File: config.mk
export PLATFORM = sky130hd
export DESIGN_NAME = sequence_serializer
export DESIGN_NICKNAME = d
export VERILOG_FILES = /design/src/rtl/sequence_serializer.sv
export SDC_FILE = /design/constraint.sdc
export NUM_CORES = 1
export LEC_CHECK = 0
export CAP_MARGIN = 20
export CORE_MARGIN = 4
export CORE_UTILIZATION = 51
export DETAILED_ROUTE_END_ITERATION = 12
export GPL_TIMING_DRIVEN = 1
export PLACE_DENSITY = 0.88
export RECOVER_POWER = 100
export SLEW_MARGIN = 20
export SYNTH_ARGS = -nofsm -noshare
export SYNTH_HDL_FRONTEND = slang
export SYNTH_SLANG_ARGS = --single-unit
File: constraint.sdc
create_clock -name clock -period 1.7 [get_ports clock]
set_input_delay 0.255 -clock clock [delete_from_list [all_inputs] [get_ports clock]]
set_output_delay 0.255 -clock clock [all_outputs]
set_load 0.005 [all_outputs]
File: src/rtl/sequence_serializer.sv
// Parallel-to-serial converter feeding a bit-serial sequence detector.
// Words enter a one-entry holding buffer and are shifted out MSB first,
// optionally followed by a fixed number of idle bit times.
//
// state | meaning
// IDLE  | nothing shifting; waits for the holding buffer to fill
// SHIFT | one data bit per cycle on sequence_out, MSB first
// GAP   | GAP_CYCLES idle bit times after a word
module sequence_serializer #(
  parameter int WIDTH      = 8,
  parameter int GAP_CYCLES = 0
) (
  input  logic             clock,
  input  logic             reset,
  input  logic [WIDTH-1:0] data_in,
  input  logic             data_valid,
  output logic             data_ready,
  output logic             sequence_out,
  output logic             bit_valid,
  output logic             word_done,
  output logic             busy
);

  localparam int CNT_W = $clog2(WIDTH);
  localparam logic [CNT_W-1:0] BIT_LAST = CNT_W'(WIDTH - 1);
  localparam logic [7:0] GAP_LAST = (GAP_CYCLES > 0) ? 8'(GAP_CYCLES - 1) : 8'd0;

  typedef enum logic [1:0] {
    IDLE  = 2'd0,
    SHIFT = 2'd1,
    GAP   = 2'd2
  } state_t;

  state_t           state_q, state_d;
  logic [WIDTH-1:0] buf_q, buf_d;
  logic             buf_full_q, buf_full_d;
  logic [WIDTH-1:0] shift_q, shift_d;
  logic [CNT_W-1:0] bit_cnt_q, bit_cnt_d;
  logic [7:0]       gap_cnt_q, gap_cnt_d;
  logic             accept;
  logic             drain;

  // ready only looks at registered buffer state and reset, never at data_valid
  assign data_ready = !buf_full_q && !reset;
  assign accept     = data_valid && data_ready;

  // registered state: FSM, holding buffer, shifter and counters
  always_ff @(posedge clock) begin
    if (reset) begin
      state_q    <= IDLE;
      buf_q      <= '0;
      buf_full_q <= 1'b0;
      shift_q    <= '0;
      bit_cnt_q  <= '0;
      gap_cnt_q  <= '0;
    end else begin
      state_q    <= state_d;
      buf_q      <= buf_d;
      buf_full_q <= buf_full_d;
      shift_q    <= shift_d;
      bit_cnt_q  <= bit_cnt_d;
      gap_cnt_q  <= gap_cnt_d;
    end
  end

  // next-state logic; drain (buffer -> shifter) and accept are mutually
  // exclusive because drain needs a full buffer and accept an empty one
  always_comb begin
    state_d    = state_q;
    buf_d      = buf_q;
    buf_full_d = buf_full_q;
    shift_d    = shift_q;
    bit_cnt_d  = bit_cnt_q;
    gap_cnt_d  = gap_cnt_q;
    drain      = 1'b0;

    case (state_q)
      IDLE: begin
        if (buf_full_q) begin
          drain   = 1'b1;
          state_d = SHIFT;
        end
      end
      SHIFT: begin
        shift_d   = {shift_q[WIDTH-2:0], 1'b0};
        bit_cnt_d = bit_cnt_q + 1'b1;
        if (bit_cnt_q == BIT_LAST) begin
          if (GAP_CYCLES > 0) begin
            state_d   = GAP;
            gap_cnt_d = '0;
          end else if (buf_full_q) begin
            drain = 1'b1;
          end else begin
            state_d = IDLE;
          end
        end
      end
      GAP: begin
        gap_cnt_d = gap_cnt_q + 8'd1;
        if (gap_cnt_q == GAP_LAST) begin
          if (buf_full_q) begin
            drain   = 1'b1;
            state_d = SHIFT;
          end else begin
            state_d = IDLE;
          end
        end
      end
      default: state_d = IDLE;
    endcase

    if (drain) begin
      shift_d    = buf_q;
      bit_cnt_d  = '0;
      buf_full_d = 1'b0;
    end else if (accept) begin
      buf_d      = data_in;
      buf_full_d = 1'b1;
    end
  end

  // outputs decoded purely from registers
  always_comb begin
    bit_valid    = (state_q == SHIFT);
    sequence_out = bit_valid && shift_q[WIDTH-1];
    word_done    = bit_valid && (bit_cnt_q == BIT_LAST);
    busy         = (state_q != IDLE) || buf_full_q;
  end

endmodule

==> results of run 1 <==
==> final cells by class <==
class	instances	area (µm²)
fill	153	596
multi-input combinational	66	485
sequential	21	428
timing repair buffer	24	209
tap	25	31.3
clock buffer	3	22.5
inverter	1	6.26
clock inverter	1	5.00
==> per-stage QoR <==
stage	hold WS, ps	setup slack [ps]	total power (µW)	cells	instance area [µm²]
floorplan	333	238	741	96	988
global placement	470	96.9	789	133	1130
detailed placement	487	66.0	796	133	1130
global route	550	24.1	1100	141	1190
CTS	511	9.12	1040	139	1180
finish	509	86.8	1040	141	1190
==> kinds of logic after synthesis <==
| family | Yosys count |
|---|---|
| adder cells (fa/ha/maj) | 2 |
| flip-flops | 21 |
| AO/OA/AOI/OAI | 8 |
| AND/OR/NAND/NOR | 45 |
| multiplexers | 10 |
| XOR/XNOR | 1 |
| buffers and inverters | 9 |
==> power by group <==
part | leakage (µW) | internal [µW] | switching (µW) | total, µW
clock network | 0.0000177 | 87.9 | 156 | 244
logic | 0.000274 | 125 | 113 | 238
registers | 0.000174 | 533 | 26.2 | 559
total | 0.000466 | 745 | 296 | 1040
==> registers in the layout, indices dropped and copies added (netlist names) <==
signal / count
buf_full_q: 1
bit_cnt_q: 3
buf_q: 8
state_q: 1
shift_q: 8
==> Yosys cell counts <==
| master | instances | area [µm²] |
|---|---|---|
| sky130_fd_sc_hd__a211oi_1 | 7 | 52.6 |
| sky130_fd_sc_hd__a32oi_1 | 1 | 8.76 |
| sky130_fd_sc_hd__and2_2 | 2 | 15.0 |
| sky130_fd_sc_hd__and2_4 | 1 | 8.76 |
| sky130_fd_sc_hd__and2b_1 | 1 | 7.51 |
| sky130_fd_sc_hd__buf_1 | 1 | 3.75 |
| sky130_fd_sc_hd__buf_6 | 5 | 56.3 |
| sky130_fd_sc_hd__buf_8 | 1 | 15.0 |
| sky130_fd_sc_hd__clkbuf_1 | 1 | 3.75 |
| sky130_fd_sc_hd__dfxtp_1 | 21 | 420 |
| sky130_fd_sc_hd__ha_1 | 2 | 25.0 |
| sky130_fd_sc_hd__inv_2 | 1 | 3.75 |
| sky130_fd_sc_hd__mux2i_1 | 10 | 100 |
| sky130_fd_sc_hd__nand2b_1 | 1 | 6.26 |
| sky130_fd_sc_hd__nor2_1 | 20 | 75.1 |
| sky130_fd_sc_hd__nor2_4 | 1 | 11.3 |
| sky130_fd_sc_hd__nor2b_4 | 1 | 13.8 |
| sky130_fd_sc_hd__nor3_1 | 3 | 15.0 |
| sky130_fd_sc_hd__nor3_2 | 1 | 10.0 |
| sky130_fd_sc_hd__nor3b_1 | 7 | 52.6 |
| sky130_fd_sc_hd__nor4_1 | 2 | 12.5 |
| sky130_fd_sc_hd__nor4_2 | 5 | 62.6 |
| sky130_fd_sc_hd__xnor2_1 | 1 | 8.76 |
==> routing by layer <==
layer / GRT usage / share of wire / wire length [µm]
met1: 0.206 / 0.47 / 847
met5: 0 / 0 / 0
met2: 0.257 / 0.48 / 870
met4: 0.0873 / 0.014 / 25
met3: 0.0344 / 0.041 / 75
==> worst reg2reg max path: stages, from the launching register on <==
cell                       delay (ps)
sky130_fd_sc_hd__dfxtp_1          340
sky130_fd_sc_hd__ha_1             190
sky130_fd_sc_hd__ha_1             190
sky130_fd_sc_hd__nand2b_1         300
sky130_fd_sc_hd__a211oi_1         370
sky130_fd_sc_hd__nor4_2           100
==> worst max path at each step <==
stage / startpoint / end / slack (ps) / cells after the start
global placement: reset / data_ready / 100 / 3
global route: bit_cnt_q[0] / shift_q[3] / 20 / 5
CTS: state_q[0] / busy / 9 / 3
floorplan: bit_cnt_q[0] / shift_q[1] / 240 / 6
detailed placement: bit_cnt_q[0] / word_done / 70 / 4
finish: state_q[0] / busy / 90 / 3
==> what timing repair did <==
action,CTS,global route
setup endpoints to repair,3,2
setup buffers,2,2
resized for setup,8,2
cloned,0,0
hold buffers,0,0
==> impl_metrics.toml, run 1 <==
[yosys]
synth_simple_gate_area_share = 0.294
synthesis.instances = 96
mean_post_synth_cell_area_um2 = 10.3
synth.cell_area_um2 = 988
synth_compound_gate_area_share = 0.0620
synth-warning-count = 0
ys_seq_area_frac = 0.425
yosys.area_share.adder = 0.0253
synth.mux.area_fraction = 0.101
yosys_register_bits = 21
synth_cell_type_count = 23
yosys.area_share.xor_xnor = 0.00886
syn_nets = 109
synth_top_family_by_area = "simple AND/OR/NAND/NOR gates"

[worst_setup_path]
crit_path_max_fanout = 8
endpoint_kind = "output port"
crit_path_top_delay_cell = "sky130_fd_sc_hd__clkdlybuf4s50_1"
reg2reg_slack_ps = 110
cp_data_required_time_ps = 1440
worstSetupPathType = "flop to output port"
cp_data_arrival_time_ps = 1360
cp.buffers_inverters = 2
rr_worst_depth = 5
timing.critical_path.cells = "nor2_4, inv_4, clkdlybuf4s50_1"
critical_path.reg2reg.endpoint = "shift_q[3]"
peak_per_stage_delay_on_the_critical_path_ps = 500
critical_path_startpoint_category = "flop"
crit-reg2reg-launch = "bit_cnt_q[0]"
critical-path-top-delay-family = "buffers and inverters"

[floorplan]
placementRows = 15
overall_die_height_um = 52.0
fp.dieArea_um2 = 2710
floorplan.core_area_um2 = 1780
die_width_um = 52.0
floorplan.io_pins = 16
floorplan.initialDensity = 0.554

[timing]
final.setup.tns_ps = 0
grt_setup_unrepaired = "false"
min_period_over_period = 0.949
min_period_ps = 1610
report.final.hold_viol_count = 0
timing.final.max_slew_violations = 0
worst_clock_skew_ps = 1.92
maxSlewHeadroom = 0.768
fmax_mhz = 620
finalSetupViolations = 0
tightestPinTransition_ps = 348

[min_path]
hp-start = "buf_q[1]"
min_path_type = "flop to flop"
min_to = "buf_q[1]"
holdPathStages = 2

[final_layout]
layout.cells.most_common_list = "20 x sky130_fd_sc_hd__nor2_1, 19 x sky130_fd_sc_hd__dfxtp_1, 14 x sky130_fd_sc_hd__clkdlybuf4s50_1"
antennaDiodeCount = 0
layout_commonest_cell = "sky130_fd_sc_hd__nor2_1"
design.final.nets = 130
finalCoreUtilization = 0.666
flow.area_growth_from_synthesis_pct = 20.1
layout-drive-gt1-share = 0.233

[clocking]
htreeDepth = 1
clock_tree.buffer_depth = 2
cts_root_buffer = "sky130_fd_sc_hd__clkbuf_4"
tritoncts = "done"
clock-sinks = 21
clkLatencyLatePin_ps = 310
total_cts_buffers = 3
clkTransAtPathRegs_ps = 120

[outcome]
run_status = "completed"

[route]
route.detailed.vias_per_inst = 5.23
avgRoutedWirePerCell_um = 12.9
drt-initial-drc-count = 10
post-route-drc-count = 0
totalWireLength_um = 1820
ant_nets = 0
drt_pre_antenna_iters = 6
number_of_vias_in_the_routed_layout = 738

[power_and_ir_drop]
static-leakage-power_uw = 0.000466
cellPowerDensity_nw_per_um2 = 877
ir_worst_vdd_mv = 0.556

[grt]
grt.overflow.total = 0
first_global_vias = 740
antenna_found_initial = 0
global_route_wire_length_before_repair_um = 3280
maximum_number_of_pins_on_one_net_before_global_route_repair = 21
grtUsageTotal = 0.163

[placement]
gp_congestion = 0.800
io_buffer_count = 15
post_detail_place_hpwl_um = 1210

[job]
max_cap_viol_count = 0
Note: power is estimated with default switching activity, not from simulation.
==> inputs of run 2 (changes only) <==
Settings changed: ABC_CLOCK_PERIOD_IN_PS set to 1700.
==> results of run 2 <==
Same layout as run 1: the final DEF is identical, and so are final timing and power.
